==> config.mk <==
export PLATFORM = sky130hd
export DESIGN_NAME = cdb_arbiter
export DESIGN_NICKNAME = d
export VERILOG_FILES = /design/src/rtl/cdb_pkg.sv /design/src/rtl/rr_priority_picker.sv /design/src/rtl/cdb_arbiter.sv
export SDC_FILE = /design/constraint.sdc
export NUM_CORES = 1
export LEC_CHECK = 0
export BUFFER_PORTS_ARGS = -buffer_cell sky130_fd_sc_hd__buf_2
export CORE_AREA = 2 2 240 242
export CTS_BUF_LIST = sky130_fd_sc_hd__clkbuf_16
export DETAILED_ROUTE_END_ITERATION = 6
export DIE_AREA = 0 0 242 244
export HOLD_SLACK_MARGIN = 0.12
export MAX_ROUTING_LAYER = met4
export PLACE_DENSITY = 0.49
export SYNTH_ARGS = -nofsm -noshare
export SYNTH_HDL_FRONTEND = slang
export SYNTH_HIERARCHICAL = 1
export SYNTH_SLANG_ARGS = --single-unit
export TNS_END_PERCENT = 10
==> constraint.sdc <==
create_clock -name clk -period 4.4 [get_ports clk]
set_input_delay 0.22 -clock clk [delete_from_list [all_inputs] [get_ports clk]]
set_output_delay 0.22 -clock clk [all_outputs]
set_load 0.005 [all_outputs]
==> src/rtl/cdb_pkg.sv <==
// Common data bus definitions shared by the CDB arbiter and its consumers.
// Holds the reservation-station tag encoding and the bus widths.
package cdb_pkg;

    localparam int TAG_W  = 4;
    localparam int DATA_W = 64;

    typedef enum logic [TAG_W-1:0] {
        notag  = 4'd0,
        add_1  = 4'd1,
        add_2  = 4'd2,
        add_3  = 4'd3,
        mult_1 = 4'd4,
        mult_2 = 4'd5,
        ld_1   = 4'd6,
        ld_2   = 4'd7,
        ld_3   = 4'd8,
        st_1   = 4'd9,
        st_2   = 4'd10
    } cdb_tag_e;

    // Requester slot i broadcasts tag i+1; tag 0 is reserved for an empty bus cycle.
    function automatic logic [TAG_W-1:0] idx_to_tag(input int unsigned idx);
        return TAG_W'(idx + 1);
    endfunction

endpackage

==> src/rtl/rr_priority_picker.sv <==
// Round-robin priority picker: first set request at or after rr_ptr, wrapping.
// Purely combinational; produces a one-hot grant plus its binary index.
module rr_priority_picker #(
    parameter int NUM_REQ = 8,
    parameter int IDX_W   = $clog2(NUM_REQ)
) (
    input  logic [NUM_REQ-1:0] req,
    input  logic [IDX_W-1:0]   rr_ptr,
    input  logic               enable,
    output logic [NUM_REQ-1:0] grant,
    output logic [IDX_W-1:0]   grant_idx,
    output logic               grant_vld
);

    logic [IDX_W-1:0] sel;

    always_comb begin
        grant     = '0;
        grant_idx = '0;
        grant_vld = 1'b0;
        sel       = '0;
        for (int off = 0; off < NUM_REQ; off++) begin
            sel = IDX_W'((int'(rr_ptr) + off) % NUM_REQ);
            if (enable && !grant_vld && req[sel]) begin
                grant[sel] = 1'b1;
                grant_idx  = sel;
                grant_vld  = 1'b1;
            end
        end
    end

endmodule

==> src/rtl/cdb_arbiter.sv <==
// Common data bus arbiter: grants one result producer per cycle round-robin
// and registers the winning tag/value onto the CDB for the ROB and stations.
module cdb_arbiter
    import cdb_pkg::*;
#(
    parameter int NUM_REQ = 8,
    parameter int TAG_W   = cdb_pkg::TAG_W,
    parameter int DATA_W  = cdb_pkg::DATA_W,
    parameter int CNT_W   = 16
) (
    input  logic                      clk,
    input  logic                      rst_n,
    input  logic [NUM_REQ-1:0]        req,
    input  logic [NUM_REQ*DATA_W-1:0] req_data,
    input  logic                      CTRL_flush,
    output logic [NUM_REQ-1:0]        grant,
    output logic [TAG_W-1:0]          cdb_id,
    output logic [DATA_W-1:0]         cdb_data,
    output logic [CNT_W-1:0]          conflict_cnt
);

    localparam int IDX_W = $clog2(NUM_REQ);

    logic [IDX_W-1:0]  rr_ptr;
    logic [IDX_W-1:0]  grant_idx;
    logic              grant_vld;
    logic              pick_en;
    logic [DATA_W-1:0] win_data;
    logic [IDX_W-1:0]  next_ptr;
    logic              contended;

    // Reset and flush both suppress the grant so nothing is accepted from requesters.
    assign pick_en   = rst_n && !CTRL_flush;
    assign win_data  = req_data[grant_idx*DATA_W +: DATA_W];
    assign next_ptr  = (grant_idx == IDX_W'(NUM_REQ - 1)) ? '0 : grant_idx + 1'b1;
    assign contended = ($countones(req) >= 2) && !CTRL_flush;

    rr_priority_picker #(
        .NUM_REQ (NUM_REQ),
        .IDX_W   (IDX_W)
    ) u_picker (
        .req       (req),
        .rr_ptr    (rr_ptr),
        .enable    (pick_en),
        .grant     (grant),
        .grant_idx (grant_idx),
        .grant_vld (grant_vld)
    );

    always_ff @(posedge clk or negedge rst_n) begin
        if (!rst_n) begin
            cdb_id   <= '0;
            cdb_data <= '0;
            rr_ptr   <= '0;
        end else if (grant_vld) begin
            cdb_id   <= TAG_W'(idx_to_tag(int'(grant_idx)));
            cdb_data <= win_data;
            rr_ptr   <= next_ptr;
        end else begin
            cdb_id   <= TAG_W'(notag);
            cdb_data <= '0;
        end
    end

    always_ff @(posedge clk or negedge rst_n) begin
        if (!rst_n) begin
            conflict_cnt <= '0;
        end else if (contended && (conflict_cnt != '1)) begin
            conflict_cnt <= conflict_cnt + 1'b1;
        end
    end

endmodule

==> flow_summary.toml <==
[outcome]
status = "finished, final reports clean"

[final_layout]
syn2layout_area_growth_pct = 54.7
final_layout_size_suffix_gt1_share_pct = 67.6
post-route-cell-area_um2 = 12800
nets = 1755

[synthesis]
synth_fp_nets = 1149
synth_edf_count = 0
avgSynthCellArea_um2 = 13.5
ys_warn_count = 6
yosys.area_share.simple_pct = 11.2
synthMuxAreaShare_pct = 48.8
yosysSeqAreaShare_pct = 26.4
ys_async_sr_fraction_pct = 100
yosys-top-cells-area = "mux4_2 (37%), dfrtp_1 (26%), mux2i_1 (8.7%)"
synth-adder-area-share_pct = 2.79
synth_top_family_by_area = "multiplexers"
synth.distinct_cells = 67
synth_compound_area_share_pct = 4.79
syn_area_um2 = 8260
yosys.area.top_type = "mux4_2"
synth_commonest_cells = "mux4_2 (137), dfrtp_1 (87), mux2i_1 (72)"
post-synth-top-count-cell = "mux4_2"
synth-xor-area-share_pct = 1.80
synthCells = 610
synth_top_area_share_pct = 37.4
ys_seq_elements = 87
ys.flop_type = "dfrtp_1"

[power_and_ir_drop]
clkPwrFrac_pct = 7.7
powerDensity_nw_per_um2 = 865
p_int_mw = 6.31
ir_drop_mv = 0.746
combPwrFrac_pct = 80.1
switching_power_mw = 4.75
seqPwrFrac_pct = 12.2
total_power_mw = 11.1
netSwitchingFraction_pct = 42.9
cellLeakagePower_nw = 5.87

[die]
row_count = 87
design.die.area_um2 = 59000
chipHeight_um = 244
ios = 615
die_w_um = 242
initial_utilization_pct = 14.7
core-area_um2 = 56200

[placement]
placed_area_um2 = 12400
io_buffer_count = 614
hpwlAfterDp_um = 42900
place.gp.congestion = 1.02

[critical_path]
critical_path_class = "flop to flop"
worstSetupEndpointType = "flop"
cp.required_ns = 4.66
cp.arrival_ns = 4.35
worstPathMaxFanout = 25
crit_path_start_kind = "flop"

[drt]
dr.pass1.iters = 5
drc = 0
detail_route.wirelength_um = 49500
via_count = 8508
routed_via_density = 4.25
avgRoutedWirePerCell_um = 24.7
drtAntennaViolNets = 0
first_iter_violations = 639

[sta]
fin_setup_tns_ns = 0
worstMarginPinSlew_ns = 0.699
post-route-period-util_pct = 93.0
timing.final.hold_violations = 0
max_freq_ghz = 0.244
rsz0062_at_grt = "false"
min_period_ns = 4.09
max-slew-margin-rel_pct = 53.4
finalMaxSlewViolations = 0
skew_ns = 0.00976
setup-violations-final = 0

[global_route]
track_usage_pct = 16.9
antenna_found_initial = 64
grt_pass1_vias = 8821
grt_max_degree = 49
grt_pass1_wl_um = 68000
grt_overflow = 0

[clocking]
post-cts-setup-buffers = 0
cts_tree = "built"
cts_buffers = 9
hold_buffers = 1
cts_resized = 0
worstSkewPairLatency_ns = 0.39
clk_pin_slew_worst_paths_ns = 0.08
htree_levels = 3
clk_path_buf_depth = 2
clock-root-buffer = "clkbuf_16"
cts_sinks = 87

[flow_run]
cap_violations = 0

[hold_path]
holdCritPathClass = "input pin to flop"
layout by cell type (no fill, tap or decap), types with 7 or more instances in the layout:
master / n
inv_1: 20
xor2_1: 7
dfrtp_1: 87
nor2_1: 13
xnor2_1: 10
nand2_1: 13
nor2b_1: 67
nor3_1: 9
mux2i_1: 72
clkbuf_16: 9
ha_1: 12
buf_2: 613
buf_4: 23
buf_12: 10
a22o_1: 7
mux4_2: 137
diode_2: 25
nand3_1: 11
state kept, by name, indices dropped and copies added (netlist names):
signal        count
rr_ptr            3
cdb_data         64
conflict_cnt     16
cdb_id            4
stage by stage:
| step | hold WS, ns | util (%) | setup slack [ns] | std cells |
|---|---|---|---|---|
| 2_1_floorplan | -0.0756 | - | 0.0765 | 610 |
| 3_3_place_gp | 0.410 | 22.1 | 0.249 | 1960 |
| 3_5_place_dp | 0.406 | 22.1 | 0.200 | 1960 |
| 4_1_cts | 0.267 | 22.6 | 0.184 | 1977 |
| 5_1_grt | 0.297 | 22.7 | 0.0187 | 2001 |
| 6_report | 0.306 | 22.7 | 0.308 | 2002 |
area by class of cell:
cell class / instances / area [um2]
well taps: 756 / 946
flip-flops and latches: 87 / 2180
inverters: 21 / 78.8
fillers: 6147 / 43400
repair buffers: 647 / 3450
clock buffers: 9 / 225
clock inverters: 7 / 71.3
diodes: 25 / 62.6
multi-input cells: 450 / 5760
critical path: stages, from the launching register on:
cell and delay (ns):
dfrtp_1 0.34, inv_1 0.09, ha_1 0.37, mux4_2 0.55
nor2_1 0.34, o21ai_1 0.22, nor3b_4 0.40, a2111oi_2 0.12
a21oi_4 0.22, buf_12 0.26, mux4_2 0.56, mux2i_1 0.37
nor2b_1 0.08
path summary, 6_finish.rpt:
path / endpoint / slack [ns] / depth (start not counted) / startpoint
min in group asynchronous: conflict_cnt[6]$_DFFE_PN0P_ / 0.49 / 3 / rst_n
hold / removal: cdb_data[37]$_DFF_PN0_ / 0.31 / 4 / req_data[37]
setup reg to reg: cdb_data[5]$_DFF_PN0_ / 0.31 / 12 / rr_ptr[1]$_DFFE_PN0P_
hold reg to reg: conflict_cnt[15]$_DFFE_PN0P_ / 0.51 / 1 / conflict_cnt[15]$_DFFE_PN0P_
setup / recovery: cdb_data[5]$_DFF_PN0_ / 0.31 / 12 / rr_ptr[1]$_DFFE_PN0P_
max in group asynchronous: conflict_cnt[7]$_DFFE_PN0P_ / 2.67 / 4 / rst_n
metal layers:
metal | track usage, % | vias to the layer above | part of all wire, %
met3 | 3.90 | 65 | 6.6
met2 | 26.5 | 471 | 48
met5 | - | - | 0
li1 | - | 3695 | -
met4 | 5.07 | 0 | 2.2
met1 | 21.7 | 4277 | 44
cells by family (layout without fill, tap and decap cells):
family,count (synthesis),in the layout
AO/OA/AOI/OAI,43,43
XOR/XNOR,17,17
AND/OR/NAND/NOR,152,152
other,0,25
multiplexers,222,222
buffers and inverters,73,684
flip-flops,87,87
adder cells (fa/ha/maj),16,16
power by group through the flow:
stage,clock [mW],combinational [mW],sequential [mW]
6_report,0.850,8.85,1.35
5_1_grt,0.936,9.61,1.39
4_1_cts,0.917,9.05,1.36
3_5_place_dp,0,9.04,1.37
3_3_place_gp,0,8.94,1.38
2_1_floorplan,0,6.38,1.38
Power figures use the tool's default switching activity.
